### src/rtl/vga_sync_gen.sv
`default_nettype none
// ============================================================================
// Module  : vga_sync_gen
// Brief   : VGA 640x480@60 timing from a pixel-rate enable on the system clock.
//           Macro VGA_SYNC_PIPE_EN adds a second output register stage.
// Rev     : 1.0
// ============================================================================
module vga_sync_gen #(
  parameter int H_ACTIVE = 640,
  parameter int H_FP     = 16,
  parameter int H_SYNC   = 96,
  parameter int H_BP     = 48,
  parameter int V_ACTIVE = 480,
  parameter int V_FP     = 10,
  parameter int V_SYNC   = 2,
  parameter int V_BP     = 33,
  parameter int CNT_W    = 10
) (
  input  logic             clk,
  input  logic             rst,
  input  logic             pix_en,
  output logic             hsync,
  output logic             vsync,
  output logic             video_on,
  output logic [CNT_W-1:0] x,
  output logic [CNT_W-1:0] y,
  output logic             line_start,
  output logic             frame_start
);

  localparam int H_TOTAL = H_ACTIVE + H_FP + H_SYNC + H_BP;
  localparam int V_TOTAL = V_ACTIVE + V_FP + V_SYNC + V_BP;

  localparam logic [CNT_W-1:0] c_h_last = CNT_W'(H_TOTAL - 1);
  localparam logic [CNT_W-1:0] c_v_last = CNT_W'(V_TOTAL - 1);
  localparam logic [CNT_W-1:0] c_h_act  = CNT_W'(H_ACTIVE);
  localparam logic [CNT_W-1:0] c_v_act  = CNT_W'(V_ACTIVE);
  localparam logic [CNT_W-1:0] c_hs_beg = CNT_W'(H_ACTIVE + H_FP);
  localparam logic [CNT_W-1:0] c_hs_end = CNT_W'(H_ACTIVE + H_FP + H_SYNC);
  localparam logic [CNT_W-1:0] c_vs_beg = CNT_W'(V_ACTIVE + V_FP);
  localparam logic [CNT_W-1:0] c_vs_end = CNT_W'(V_ACTIVE + V_FP + V_SYNC);

  logic [CNT_W-1:0] r_h_cnt, r_v_cnt;
  logic [CNT_W-1:0] r_x1, r_y1;
  logic             r_hs1, r_vs1, r_vid1;
  logic             r_ls, r_fs;
  logic             w_vid, w_hs, w_vs, w_sol, w_sof;
  logic             w_sol_src, w_sof_src;

  always_ff @(posedge clk or posedge rst) begin
    if (rst) begin
      r_h_cnt <= '0;
      r_v_cnt <= '0;
    end else if (pix_en) begin
      if (r_h_cnt == c_h_last) begin
        r_h_cnt <= '0;
        r_v_cnt <= (r_v_cnt == c_v_last) ? '0 : r_v_cnt + 1'b1;
      end else begin
        r_h_cnt <= r_h_cnt + 1'b1;
      end
    end
  end

  // Decode from the pre-increment counts; the register stages supply latency.
  assign w_vid = (r_h_cnt < c_h_act) && (r_v_cnt < c_v_act);
  assign w_hs  = !((r_h_cnt >= c_hs_beg) && (r_h_cnt < c_hs_end));
  assign w_vs  = !((r_v_cnt >= c_vs_beg) && (r_v_cnt < c_vs_end));
  assign w_sol = (r_h_cnt == '0);
  assign w_sof = w_sol && (r_v_cnt == '0);

  always_ff @(posedge clk or posedge rst) begin
    if (rst) begin
      r_x1   <= '0;
      r_y1   <= '0;
      r_hs1  <= 1'b1;
      r_vs1  <= 1'b1;
      r_vid1 <= 1'b0;
    end else if (pix_en) begin
      r_x1   <= r_h_cnt;
      r_y1   <= r_v_cnt;
      r_hs1  <= w_hs;
      r_vs1  <= w_vs;
      r_vid1 <= w_vid;
    end
  end

`ifdef VGA_SYNC_PIPE_EN
  logic [CNT_W-1:0] r_x2, r_y2;
  logic             r_hs2, r_vs2, r_vid2;
  logic             r_sol1, r_sof1;

  // Start flags travel with stage 1 as levels; only the last stage emits pulses.
  always_ff @(posedge clk or posedge rst) begin
    if (rst) begin
      r_sol1 <= 1'b0;
      r_sof1 <= 1'b0;
      r_x2   <= '0;
      r_y2   <= '0;
      r_hs2  <= 1'b1;
      r_vs2  <= 1'b1;
      r_vid2 <= 1'b0;
    end else if (pix_en) begin
      r_sol1 <= w_sol;
      r_sof1 <= w_sof;
      r_x2   <= r_x1;
      r_y2   <= r_y1;
      r_hs2  <= r_hs1;
      r_vs2  <= r_vs1;
      r_vid2 <= r_vid1;
    end
  end

  assign w_sol_src = r_sol1;
  assign w_sof_src = r_sof1;
  assign x         = r_x2;
  assign y         = r_y2;
  assign hsync     = r_hs2;
  assign vsync     = r_vs2;
  assign video_on  = r_vid2;
`else
  assign w_sol_src = w_sol;
  assign w_sof_src = w_sof;
  assign x         = r_x1;
  assign y         = r_y1;
  assign hsync     = r_hs1;
  assign vsync     = r_vs1;
  assign video_on  = r_vid1;
`endif

  // Pulses clear on any non-enable clk so they are exactly one clk wide.
  always_ff @(posedge clk or posedge rst) begin
    if (rst) begin
      r_ls <= 1'b0;
      r_fs <= 1'b0;
    end else begin
      r_ls <= pix_en & w_sol_src;
      r_fs <= pix_en & w_sof_src;
    end
  end

  assign line_start  = r_ls;
  assign frame_start = r_fs;

endmodule
`default_nettype wire

### config.mk
export PLATFORM = sky130hd
export DESIGN_NAME = vga_sync_gen
export DESIGN_NICKNAME = d
export VERILOG_FILES = /design/src/rtl/vga_sync_gen.sv
export SDC_FILE = /design/constraint.sdc
export NUM_CORES = 1
export LEC_CHECK = 0
export ABC_AREA = 0
export CAP_MARGIN = 0
export CORE_ASPECT_RATIO = 0.6
export CORE_MARGIN = 2
export CORE_UTILIZATION = 50
export DETAILED_ROUTE_END_ITERATION = 8
export PLACE_DENSITY = 0.76
export SLEW_MARGIN = 10
export SYNTH_ARGS = -nofsm -noshare
export SYNTH_HDL_FRONTEND = slang
export SYNTH_SLANG_ARGS = --single-unit
### constraint.sdc
create_clock -name clk -period 2.1 [get_ports clk]
set_input_delay 0.315 -clock clk [delete_from_list [all_inputs] [get_ports clk]]
set_output_delay 0.315 -clock clk [all_outputs]
set_load 0.03 [all_outputs]
# Yosys cells after proc, flatten, opt, wreduce, memory -nomap -nowiden
# Cells that the tools add are included.
# op_classes
n_addsub	2
multipliers	0
div	0
magnitude_cmp	6
eq_ne	2
n_shift	0
muxes	2
bitwise_logic	2
n_reduce_logical	9
# op_table
cell	count
$add 10x1->10 const B	2
$eq 10x10->1 const B	2
$logic_not 10->1	2
$lt 10x10->1 const B	2
$lt 10x9->1 const B	2
$mux 10	2
$ge 10x10->1 const B	1
$ge 10x9->1 const B	1
$logic_and 1x1->1	4
$and 1x1->1	2
$logic_not 1->1	2
$reduce_and 2->1	1
# word_totals
ff_bits	45
latchBits	0
mem_bits_rw	0
rom_bits	0
output_inout_bits	25
wordCells	32
memories	0

# Logic depth before layout (Yosys ltp)
# Gate-level depths: netlist of the first run.
# depth
depth_word	3
ltp_mapped	6

# Worst setup path before layout of the first run
# OpenSTA, ideal clock, no wires.
# synth_timing
path_kind	register to register
start	register r_h_cnt[0]
end	register r_v_cnt[9]
arrival_ns	1.830
required_ns	2.024
path_slack_ns	0.193
path_stages_with_launch	7
synth_period_minus_slack_ns	1.907
cell_sequence	dfrtp_1 > ha_1 > nand4_1 > or3_1 > buf_6 > or4_1 > o21ai_1
# synth_via
elab_chain_len	2
# synth_lines
item	line	text
from (decl)	43	logic [CNT_W-1:0] r_h_cnt, r_v_cnt;
from (signal assigned)	59	r_h_cnt <= r_h_cnt + 1'b1;
$eq 10x10->1	55	if (r_h_cnt == c_h_last) begin
$reduce_and 2->1 (no source line)	n/a	
to (signal assigned)	57	r_v_cnt <= (r_v_cnt == c_v_last) ? '0 : r_v_cnt + 1'b1;
to (decl)	43	
# Every way passes these cells.
# A chain may end at the register's enable or synchronous reset.

# Final worst setup path of the first run
# layout_timing
start	register r_h_cnt[5]
end	register r_v_cnt[8]
# The elaborated chain is that of the path after synthesis.

==> results.yml, run 1 <==
run_status:
  outcome: "completed"
worst_hold_path:
  min_path_type: "in -> async"
clocking:
  clockBufferDepth: 2
  cts_tree: "built"
  worstSkewPairLatency_ps: 300
  cts_sinks: 45
  cts_root_buf: "clkbuf_8"
  cts_buffers: 5
  htreeDepth: 2
  clkSlewWorstSetupHoldPaths_ps: 80
power:
  power.total_mw: 2.26
  peakVddDrop_mv: 0.630
  power.density_nw_per_um2: 915
  leakage_nw: 1.13
logic_synthesis:
  ys_types: 40
  synth_top_family_by_area: "simple AND/OR/NAND/NOR gates"
  synthAdderAreaFrac: 0.0247
  synth-xor-area-share: 0.0432
  synthArstFlopShare: 1.00
  syn_avg_cell_area_um2: 11.5
  synth-simple-area-share: 0.173
  ys_top_cells_by_area: "dfrtp_1, mux2_2, nand3_1"
  synth_mux_area_frac: 0.127
  synth_top_area_frac: 0.531
  synth_warnings: 0
  synth_nets: 183
  synth_top_area_cell: "dfrtp_1"
  ys_ff_latch: 45
  synthesis.instances: 176
  synth-edff-count: 0
  ys_seq_area_frac: 0.557
  synth-compound-area-share: 0.0401
  synthFlopType: "dfrtp_1"
  synthesis.area_um2: 2030
detailed_routing:
  wire_per_inst_um: 16.3
  ant_nets: 0
  first_pass_iters: 6
  avgViaCountPerCell: 5.65
  vias: 1453
  initialDrtViolationCount: 116
  drt-total-wl_um: 4200
  drcViolationCount: 0
global_routing:
  antenna_found_initial: 0
  grt-ovfl-total: 0
  grt_pass1_vias: 1391
  grt_first_pass_wirelength_um: 6870
  grt_max_degree: 46
  grtUsageTotal: 0.208
critical_path:
  regToRegStartpoint: "r_h_cnt[5]"
  worst-endpoint-arrival_ps: 2120
  worstPathCellList: "or2_0 -> or3_1 -> buf_4 -> nor3_1 -> xor2_1"
  crit_start: "r_h_cnt[5]"
  crit_path_start_kind: "flip-flop"
  required_ps: 2330
  cp_top_family: "simple AND/OR/NAND/NOR gates"
  critPathCaptureType: "flip-flop"
  slowest_stage: "or3_1"
  critical-path-max-stage-delay_ps: 450
  worstSetupPathType: "reg -> reg"
  cp_max_fo: 6
  crit_buf_inv: 1
timing:
  finalMaxSlewViolations: 0
  skew_ps: 5.79
  fin_tns_setup_ps: 0
  tightest_slew_ps: 536
  maxSlewHeadroom: 0.642
  setup_viol: 0
  finalWorstSetupSlack_ps: 209
  period_needed_ps: 1890
  max_freq_mhz: 529
  finalHoldViolations: 0
  period_share: 0.900
  rsz0062_at_grt: "no"
layout:
  area_delta_synth_final_pct: 21.9
  fin_nets: 216
  antenna_cells: 0
  fin_cells: 257
  register_area_um2: 1130
  final_layout_size_suffix_gt1_frac: 0.210
  multiInputGateArea_um2: 827
  fillerInstances: 315
placement:
  port_buffers: 27
  gp_congestion: 0.953
  dp_slack_ps: 67.4
  hpwl_um: 2980
  dp.cells: 249
floorplan:
  die_h_um: 53.3
  core_area_um2: 3790
  rows: 17
  die_x_um: 86.2
  die-area_um2: 4600
  initial_core_util: 0.535
  num_io_pins: 28
job:
  cap_violations: 0
## worst register-to-register path, stage by stage, from the launching register on
cell     delay, ps
dfrtp_1        430
or2_0          350
or3_1          450
buf_4          190
nor3_1         240
xor2_1         170
## area by class of cell
cell class | instances | area share
Sequential cell | 45 | 0.457
Clock inverter | 1 | 0.00203
Tap cell | 47 | 0.0238
Clock buffer | 7 | 0.0390
Multi-Input combinational cell | 115 | 0.335
Inverter | 8 | 0.0122
Timing Repair Buffer | 34 | 0.131
## kinds of logic (layout without fill, tap and decap cells)
group	count (synthesis)	in the layout
simple gates	65	65
xor+xnor	10	10
mux	23	23
flops	45	45
compound gates	13	13
fa+ha+maj	4	4
buf+inv	16	50
## registers in the layout, summed over array words and instances (netlist names)
signal and cells:
r_h_cnt 10, x 10, frame_start 1, video_on 1, vsync 1, y 10, hsync 1, line_start 1
r_v_cnt 10
## where the power goes
group | switching (mW) | internal, mW | total, mW
sequential | 0.122 | 0.990 | 1.11
combinational | 0.306 | 0.258 | 0.564
clock | 0.288 | 0.297 | 0.585
## synth_stat cells, types with 2 or more instances
cell type / count
dfrtp_1: 43
mux2_2: 21
nand3_1: 13
nand2_1: 11
nor2_1: 9
inv_1: 8
xor2_1: 6
o21ai_0: 5
ha_1: 4
nand4_1: 4
nor2b_1: 4
nor3_1: 4
xnor2_1: 4
a21oi_1: 3
and3_1: 3
buf_1: 3
nor4_1: 3
buf_2: 2
dfstp_2: 2
mux2i_1: 2
or2_2: 2
or3_1: 2
## stage by stage
step,hold slack [ps],utilization,area (um2)
final,451,0.652,2470
after global routing,528,0.652,2470
after CTS,469,0.652,2470
after detailed placement,494,0.625,2370
after global placement,478,0.625,2370
after floorplan,468,-,2030
## timing repair
| item | 4_1_cts | 5_1_grt |
|---|---|---|
| hold buffers | 0 | 0 |
| buffers inserted | 0 | 0 |
| gates resized for setup | 0 | 1 |
| setup endpoints to repair | 0 | 1 |
## final timing paths
path / to / slack [ps] / depth (start not counted)
max: r_v_cnt[8] / 210 / 5
min: r_v_cnt[9] / 450 / 3
max reg2reg: r_v_cnt[8] / 210 / 5
min reg2reg: y[4] / 510 / 1
max in group asynchronous: r_h_cnt[0] / 1260 / 3
min in group clk: y[4] / 510 / 1
## per-layer routing
| layer | vias up | routed length, um | GRT usage | part of all wire |
|---|---|---|---|---|
| met4 | 0 | 149 | 0.135 | 0.035 |
| met1 | 675 | 1980 | 0.293 | 0.47 |
| li1 | 682 | - | - | - |
| met2 | 79 | 1760 | 0.293 | 0.42 |
| met3 | 17 | 303 | 0.0437 | 0.072 |
| met5 | - | 0 | 0 | 0 |
## cells in the final DEF (no fill, tap or decap), types with 2 or more instances in the layout
master,count
dfrtp_1,42
clkdlybuf4s50_1,27
mux2_2,21
nand3_1,13
nand2_1,11
nor2_1,9
inv_1,7
clkbuf_8,7
buf_4,7
xor2_1,6
o21ai_0,5
nand4_1,4
nor3_1,4
nor2b_1,4
xnor2_1,4
ha_1,4
nor4_1,3
and3_1,3
a21oi_1,3
or3_1,2
mux2i_1,2
or2_2,2
dfstp_2,2
No activity file was read; power rests on OpenSTA's default activity.
==> inputs of run 2 (changes only) <==
--- a/config.mk
+++ b/config.mk
@@ -12,6 +12,7 @@
 export CORE_UTILIZATION = 50
 export DETAILED_ROUTE_END_ITERATION = 8
 export PLACE_DENSITY = 0.76
+export RECOVER_POWER = 25
 export SLEW_MARGIN = 10
 export SYNTH_ARGS = -nofsm -noshare
 export SYNTH_HDL_FRONTEND = slang
==> results.yml, run 2 (synthesis results as in run 1) <==
timing:
  max_freq_mhz: 529
  tightest_slew_ps: 1050
  finalMaxSlewViolations: 0
  setup_viol: 0
  skew_ps: 5.76
  period_share: 0.900
  period_needed_ps: 1890
  finalHoldViolations: 0
  maxSlewHeadroom: 0.297
  fin_tns_setup_ps: 0
  rsz0062_at_grt: "no"
floorplan:
  num_io_pins: 28
  die_x_um: 86.2
  die-area_um2: 4600
  initial_core_util: 0.535
  die_h_um: 53.3
  rows: 17
  core_area_um2: 3790
run_status:
  outcome: "completed"
detailed_routing:
  wire_per_inst_um: 16.4
  drt-total-wl_um: 4210
  drcViolationCount: 0
  ant_nets: 0
  first_pass_iters: 5
  initialDrtViolationCount: 116
  avgViaCountPerCell: 5.64
  vias: 1450
critical_path:
  worst-endpoint-arrival_ps: 2120
  required_ps: 2330
  regToRegStartpoint: "r_h_cnt[5]"
  crit_path_start_kind: "flip-flop"
  reg2reg_depth: 5
  rrSetupSlack_ps: 210
  crit_start: "r_h_cnt[5]"
  r2r_end: "r_v_cnt[8]"
  worstSetupPathType: "reg -> reg"
  cp_max_fo: 6
  critPathCaptureType: "flip-flop"
layout:
  fin_cells: 257
  final_layout_size_suffix_gt1_frac: 0.210
  final_common_cell: "dfrtp_1"
  area_delta_synth_final_pct: 21.7
  final_cell_mix: "dfrtp_1, clkdlybuf4s50_1, mux2_2"
  antenna_cells: 0
  fin_nets: 216
power:
  leakage_nw: 1.13
  power.density_nw_per_um2: 916
  p_sw_uw: 715
  power.share.sequential: 0.492
  peakVddDrop_mv: 0.630
  swShare: 0.317
  power_frac_comb: 0.249
  p_clk_frac: 0.259
  intPower_mw: 1.54
worst_hold_path:
  min_path_type: "reg -> reg"
  worstHoldStart: "y[4]"
  holdPathStages: 1
  hold_path_end: "y[4]"
clocking:
  cts_root_buf: "clkbuf_8"
  cts_tree: "built"
  cts_hold_buf: 0
  clkSlewWorstSetupHoldPaths_ps: 80
  worstSkewPairLatency_ps: 300
  cts_buffers: 5
  cts_sinks: 45
  clockBufferDepth: 2
  htreeDepth: 2
placement:
  port_buffers: 27
  gp_congestion: 0.953
  dp.cells: 249
  hpwl_um: 2980
global_routing:
  grtUsageTotal: 0.208
  grt_max_degree: 46
  antenna_found_initial: 0
  grt-ovfl-total: 0
  grt_pass1_vias: 1391
  grt_first_pass_wirelength_um: 6870
job:
  cap_violations: 0
run 2: changes by cell type in the layout (fill, tap and decap cells not counted), sizes merged:
cell           before  now
buf                 7    6
clkbuf              7    8
clkdlybuf4s50      27   26
dlygate4sd3         0    1
run 2: worst max path at each step:
stage,endpoint,slack (ps),depth (start not counted)
detailed placement,r_v_cnt[9],70,5
global route,r_v_cnt[7],50,6
floorplan,r_v_cnt[9],190,6
finish,r_v_cnt[8],210,5
global placement,r_v_cnt[9],110,5
CTS,r_v_cnt[9],210,5
run 2: critical path, stage by stage, from the launching register on:
cell and delay, ps:
dfrtp_1 430, or2_0 350, or3_1 450, buf_4 180, nor3_1 240, xor2_1 170
run 2: layout make-up:
type / instances / area [um2]
clock buffers: 7 / 96.3
multi-input cells: 115 / 827
clock inverters: 1 / 5.00
flip-flops and latches: 45 / 1130
fillers: 316 / 1320
repair buffers: 34 / 320
well taps: 47 / 58.8
inverters: 8 / 30.0
run 2: power groups by stage:
stage	logic (mW)	registers (mW)	clock network, mW
floorplan	0.285	1.20	0
global route	0.612	1.14	0.627
detailed placement	0.569	1.12	0
global placement	0.553	1.11	0
finish	0.563	1.11	0.585
CTS	0.571	1.11	0.599
run 2: repair_timing:
| item | 4_1_cts | 5_1_grt |
|---|---|---|
| setup endpoints to repair | 0 | 1 |
| gates resized for setup | 0 | 1 |
| setup buffers | 0 | 0 |
run 2: stage by stage:
stage          utilization  area [um2]  setup WS [ps]  hold WS, ps  total power, mW
2_1_floorplan            -        2030            193          468             1.48
3_3_place_gp         0.625        2370            114          478             1.66
3_5_place_dp         0.625        2370           67.4          494             1.69
4_1_cts              0.652        2470            211          469             2.28
5_1_grt              0.652        2470           49.1          531             2.38
6_report             0.652        2470            211          507             2.26
run 2: per-layer routing:
layer,part of all wire,track usage
met3,0.071,0.0437
met1,0.48,0.293
met5,0,0
met4,0.034,0.135
met2,0.41,0.293
==> edit 1: new RTL, flow settings as in run 1 <==
Compare `r_h_cnt` against `c_h_last` with >= in place of ==.
--- a/src/rtl/vga_sync_gen.sv
+++ b/src/rtl/vga_sync_gen.sv
@@ -53,5 +53,5 @@
       r_v_cnt <= '0;
     end else if (pix_en) begin
-      if (r_h_cnt == c_h_last) begin
+      if (r_h_cnt >= c_h_last) begin
         r_h_cnt <= '0;
         r_v_cnt <= (r_v_cnt == c_v_last) ? '0 : r_v_cnt + 1'b1;
Check against the original RTL: same outputs for any inputs over 10 cycles, from zero or initial values and one cycle with rst high; that may be too few to reach the edited logic, so the function may still have changed.
==> edit 1 against run 1 <==
  * Clock power is 15% higher
  * Wire length is 2.5% higher
  * Die area is 1.6% higher
  * Via count is 4.9% higher
  * Register-to-register slack better by 200 ps
  * Design area is 2.0% higher
  * Worst setup slack better by 88 ps
  * Sequential cell count stayed put
  * Power is 1.3% higher
  * Sequential share of layout area is 0.96 points lower
  * Area after synthesis is 1.7% higher
==> edit 1: results (changes against run 1) <==
Setup path:
- The internal reg-to-reg setup slack is 410 ps (was 210 ps).
- The destination of the worst register-to-register timing path is r_v_cnt[3] (was r_v_cnt[8]).
- The cell type group with the largest total delay on the critical path is buffers and inverters (was simple AND/OR/NAND/NOR gates).
- The delay of the slowest critical-path stage came to 660 ps (was 450 ps).
- The cell with the largest stage delay on the worst path was sky130_fd_sc_hd__clkdlybuf4s50_1 (was sky130_fd_sc_hd__or3_1).
- The peak fanout along the critical path is 2 (was 6).
- The data arrival time of the critical path is 1490 ps (was 2120 ps).
- The launch point of the critical path is vsync (was r_h_cnt[5]).

Final layout:
- The number of nets at the end of the flow is 220 (was 216).
- The proportion of layout cells with a drive suffix above 1 is 21.0% (about the same).

Timing:
- The slack of the critical path was 297 ps (was 209 ps).
- The worst-case headroom to the max-slew limit is 62.3% (was 64.2%).
- The final worst clock skew is 9.50 ps (was 5.79 ps).

Synth:
- The post-synthesis mux area share is 11.5% (was 12.7%).
- The adder and majority cell fraction of the synthesized area is 2.43% (was 2.47%).
- The XOR/XNOR share of the synthesized area is 2.13% (was 4.32%).
- Post-synth top cells: sky130_fd_sc_hd__dfrtp_1 (43), sky130_fd_sc_hd__mux2_2 (21), sky130_fd_sc_hd__nand2_1 (13) (was sky130_fd_sc_hd__dfrtp_1 (43), sky130_fd_sc_hd__mux2_2 (21), sky130_fd_sc_hd__nand3_1 (13)).
- Ranking of synthesized cells by area: sky130_fd_sc_hd__dfrtp_1 (52%), sky130_fd_sc_hd__mux2_2 (11%), sky130_fd_sc_hd__o21ai_0 (2.9%) (was sky130_fd_sc_hd__dfrtp_1 (53%), sky130_fd_sc_hd__mux2_2 (12%), sky130_fd_sc_hd__nand3_1 (3.2%)).
- The sequential cell area fraction in the yosys report is 54.8% (was 55.7%).
- The share of the synthesized area in compound gates (AO/OA/AOI/OAI) was 9.11% (was 4.01%).
- The total nets after synthesis is 187 (was 183).

Drt:
- The count of TritonRoute iterations in the first routing pass is 4 (was 6).
- The average wire per standard cell is 16.3 um (about the same).
- The DRC violation total after the first TritonRoute iteration is 172 (was 116).
- The via density per instance came to 5.77 (was 5.65).

Global routing:
- The wire length of the first global-routing pass is 6810 um (was 6870 um).
- The all-layer global routing usage is 19.3% (was 20.8%).
- The via count of the first global-routing pass is 1414 (was 1391).

Hold path:
- The class of the worst hold path is in2async (unchanged).

Status:
- Status: completed (unchanged).

Placement:
- The final RePlAce weighted congestion is 0.912 (was 0.953).
- The worst setup slack after placement is 213 ps (was 67.4 ps).

Power and ir drop:
- The leakage component of the power was 1.14 nW (was 1.13 nW).
- The worst voltage drop across the vdd grid is 659 uV (was 630 uV).
edit 1: cell count changes in the layout (fill, tap and decap cells not counted), sizes merged, moves of 3 or more:
cell   before  now
a21oi       3    7
nand3      13    6
nand4       4    7
nor2b       4    1
o21ai       6   12
o31ai       0    4
xnor2       4    1
edit 1: worst reg2reg max path: stages, from the launching register on:
cell and delay (ps):
sky130_fd_sc_hd__dfrtp_1 440, sky130_fd_sc_hd__ha_1 260, sky130_fd_sc_hd__nand4_2 170, sky130_fd_sc_hd__a21bo_4 300, sky130_fd_sc_hd__or3_1 360, sky130_fd_sc_hd__nand3_1 100
edit 1: layout make-up:
type | instances | area (um^2) | area share [%]
Clock inverter | 1 | 30.0 | 1.19
Inverter | 7 | 26.3 | 1.04
Clock buffer | 7 | 86.3 | 3.43
Tap cell | 50 | 62.6 | 2.48
Timing Repair Buffer | 33 | 315 | 12.5
Sequential cell | 45 | 1130 | 44.8
Multi-Input combinational cell | 121 | 871 | 34.6
edit 1: metrics by stage:
step | hold slack [ps] | util [%] | cells
2_1_floorplan | 478 | - | 180
3_3_place_gp | 480 | 59.6 | 256
3_5_place_dp | 480 | 59.6 | 256
4_1_cts | 488 | 62.5 | 264
5_1_grt | 522 | 62.5 | 264
6_report | 467 | 62.5 | 264
edit 1: where the power goes:
| group | total (mW) | internal (mW) | switching [mW] |
|---|---|---|---|
| Sequential | 1.12 | 0.978 | 0.139 |
| Combinational | 0.500 | 0.233 | 0.267 |
| Clock | 0.673 | 0.388 | 0.285 |
edit 1: routing by layer:
| metal | track usage, % | share of wire (%) | up-vias |
|---|---|---|---|
| met1 | 29.3 | 50 | 764 |
| met4 | 5.47 | 0.58 | 0 |
| met5 | 0 | 0 | - |
| li1 | - | - | 711 |
| met2 | 28.0 | 45 | 44 |
| met3 | 3.68 | 4.8 | 5 |
==> edit 2: new RTL, settings of run 1 <==
Made on the original files. Add a define of `VGA_SYNC_PIPE_EN`.
--- a/src/rtl/vga_sync_gen.sv
+++ b/src/rtl/vga_sync_gen.sv
@@ -6,4 +6,6 @@
 // Rev     : 1.0
 // ============================================================================
+`define VGA_SYNC_PIPE_EN
+
 module vga_sync_gen #(
   parameter int H_ACTIVE = 640,
Function: changed (a bounded check fails within 4 cycles, from zero or initial values and one cycle with rst high).
==> edit 2 against run 1 <==
  * Area after synthesis increased by 49%
  * Design area increased by 46%
  * Non-clock buffer count decreased by 4
  * Wire length increased by 27%
  * Count of clock-buffer cells in the layout increased by 4
  * Power increased by 62%
  * Worst setup slack improved by 39 ps
  * Global-route usage decreased by 2.8 points
  * Via count increased by 30%
  * Sequential cell count increased by 25
  * Largest power group unchanged
==> edit 2: results (changes against run 1) <==
Synth:
- Ranking of synthesized cells by area: sky130_fd_sc_hd__dfrtp_1 (55%), sky130_fd_sc_hd__mux2_2 (17%), sky130_fd_sc_hd__dfstp_2 (3.5%) (was sky130_fd_sc_hd__dfrtp_1 (53%), sky130_fd_sc_hd__mux2_2 (12%), sky130_fd_sc_hd__nand3_1 (3.2%)).
- The post-synthesis mux area share is 16.8% (was 12.7%).
- The count of unique library cells instantiated by Yosys is 42 (was 40).
- Post-synth top cells: sky130_fd_sc_hd__dfrtp_1 (66), sky130_fd_sc_hd__mux2_2 (45), sky130_fd_sc_hd__nor2_1 (11) (was sky130_fd_sc_hd__dfrtp_1 (43), sky130_fd_sc_hd__mux2_2 (21), sky130_fd_sc_hd__nand3_1 (13)).
- The adder and majority cell fraction of the synthesized area is 1.66% (was 2.47%).
- The sequential cell area fraction in the yosys report is 58.2% (was 55.7%).
- The XOR/XNOR share of the synthesized area is 2.32% (was 4.32%).
- The share of the synthesized area in compound gates (AO/OA/AOI/OAI) came to 4.52% (was 4.01%).
- The total nets after synthesis is 243 (was 183).

Placement:
- The post-detailed-placement half-perimeter wirelength is 3520 um (was 2980 um).

Status:
- Status: completed (unchanged).

Setup path:
- The peak fanout along the critical path is 2 (was 6).
- The destination of the worst register-to-register timing path is r_v_cnt[5] (was r_v_cnt[8]).
- The cell type group with the largest total delay on the critical path is buffers and inverters (was simple AND/OR/NAND/NOR gates).
- The delay of the slowest critical-path stage was 660 ps (was 450 ps).
- The launch instance of the worst register-to-register path is r_h_cnt[0] (was r_h_cnt[5]).
- The launch point of the critical path is vsync (was r_h_cnt[5]).
- The data arrival time of the critical path is 1540 ps (was 2120 ps).
- The cell count of the worst reg-to-reg path was 5 (unchanged).
- The cell with the largest stage delay on the worst path was sky130_fd_sc_hd__clkdlybuf4s50_1 (was sky130_fd_sc_hd__or3_1).
- The internal reg-to-reg setup slack came to 290 ps (was 210 ps).

Timing:
- The pin slew with the least headroom to its limit is 378 ps (was 536 ps).

Clock network:
- The clock latency on the worst-skew pair was 350 ps (was 300 ps).
- The number of buffers created by CTS is 9 (was 5).

Drt:
- The overall via count from detail_route is 1892 (was 1453).
- The DRC violation total after the first TritonRoute iteration was 109 (was 116).
- The average wire per standard cell was 15.2 um (was 16.3 um).
- The count of TritonRoute iterations in the first routing pass is 4 (was 6).

Final layout:
- The proportion of layout cells with a drive suffix above 1 is 27.8% (was 21.0%).
- The number of nets at the end of the flow was 272 (was 216).

Power and ir drop:
- The worst voltage drop across the vdd grid came to 746 uV (was 630 uV).
- The leakage component of the power is 1.63 nW (was 1.13 nW).

Global routing:
- The wire length of the first global-routing pass is 9340 um (was 6870 um).
- The pin count of the biggest net entering global routing is 71 (was 46).
- The via count of the first global-routing pass is 1834 (was 1391).

Hold path:
- The class of the worst hold path is in2reg (was in2async).
[edit 2: worst register-to-register path, stage by stage, from the launching register on]
cell	delay (ps)
sky130_fd_sc_hd__dfrtp_1	430
sky130_fd_sc_hd__ha_1	220
sky130_fd_sc_hd__and4bb_4	270
sky130_fd_sc_hd__and3_1	330
sky130_fd_sc_hd__nand2b_1	170
sky130_fd_sc_hd__o31ai_1	280
[edit 2: through the flow]
step | setup slack (ps) | cells | cell area [um^2] | power, mW
3_5_place_dp | 342 | 334 | 3350 | 2.36
4_1_cts | 225 | 350 | 3600 | 3.69
2_1_floorplan | 23.4 | 236 | 3020 | 2.14
3_3_place_gp | 415 | 334 | 3350 | 2.35
6_report | 248 | 350 | 3600 | 3.66
5_1_grt | 165 | 350 | 3600 | 3.83
[edit 2: worst min path at each step]
| stage | from | end |
|---|---|---|
| floorplan | r_sof1 | frame_start |
| global placement | r_sof1 | frame_start |
| detailed placement | r_sol1 | line_start |
| CTS | pix_en | r_h_cnt[2] |
| global route | pix_en | r_h_cnt[2] |
| finish | pix_en | r_h_cnt[2] |
[edit 2: final cells by class]
class,count,share of cell area (%)
sequential,70,48.8
multi-input combinational,145,32.2
inverter,9,0.939
tap,80,2.78
clock inverter,5,2.96
timing repair buffer,30,8.34
clock buffer,11,3.93
[edit 2: logic make-up after synthesis]
family | count (synthesis)
adders and majority gates | 4
DFF | 70
AOI/OAI and AO/OA | 23
xor gates and xnor gates | 8
muxes | 45
and+or+nand+nor | 65
buffers and inverters | 21
[edit 2: layer usage]
metal	up-vias	routed length (um)	track usage (%)
met1	933	2810	26.3
li1	895	-	-
met5	-	0	0
met2	60	2140	24.1
met3	4	349	6.63
met4	0	30	7.09
[edit 2: report_power, final]
group / internal (mW) / total (mW) / switching [mW]
Combinational: 0.320 / 0.640 / 0.320
Sequential: 1.53 / 1.70 / 0.169
Clock: 0.823 / 1.31 / 0.490
Total: 2.68 / 3.66 / 0.978
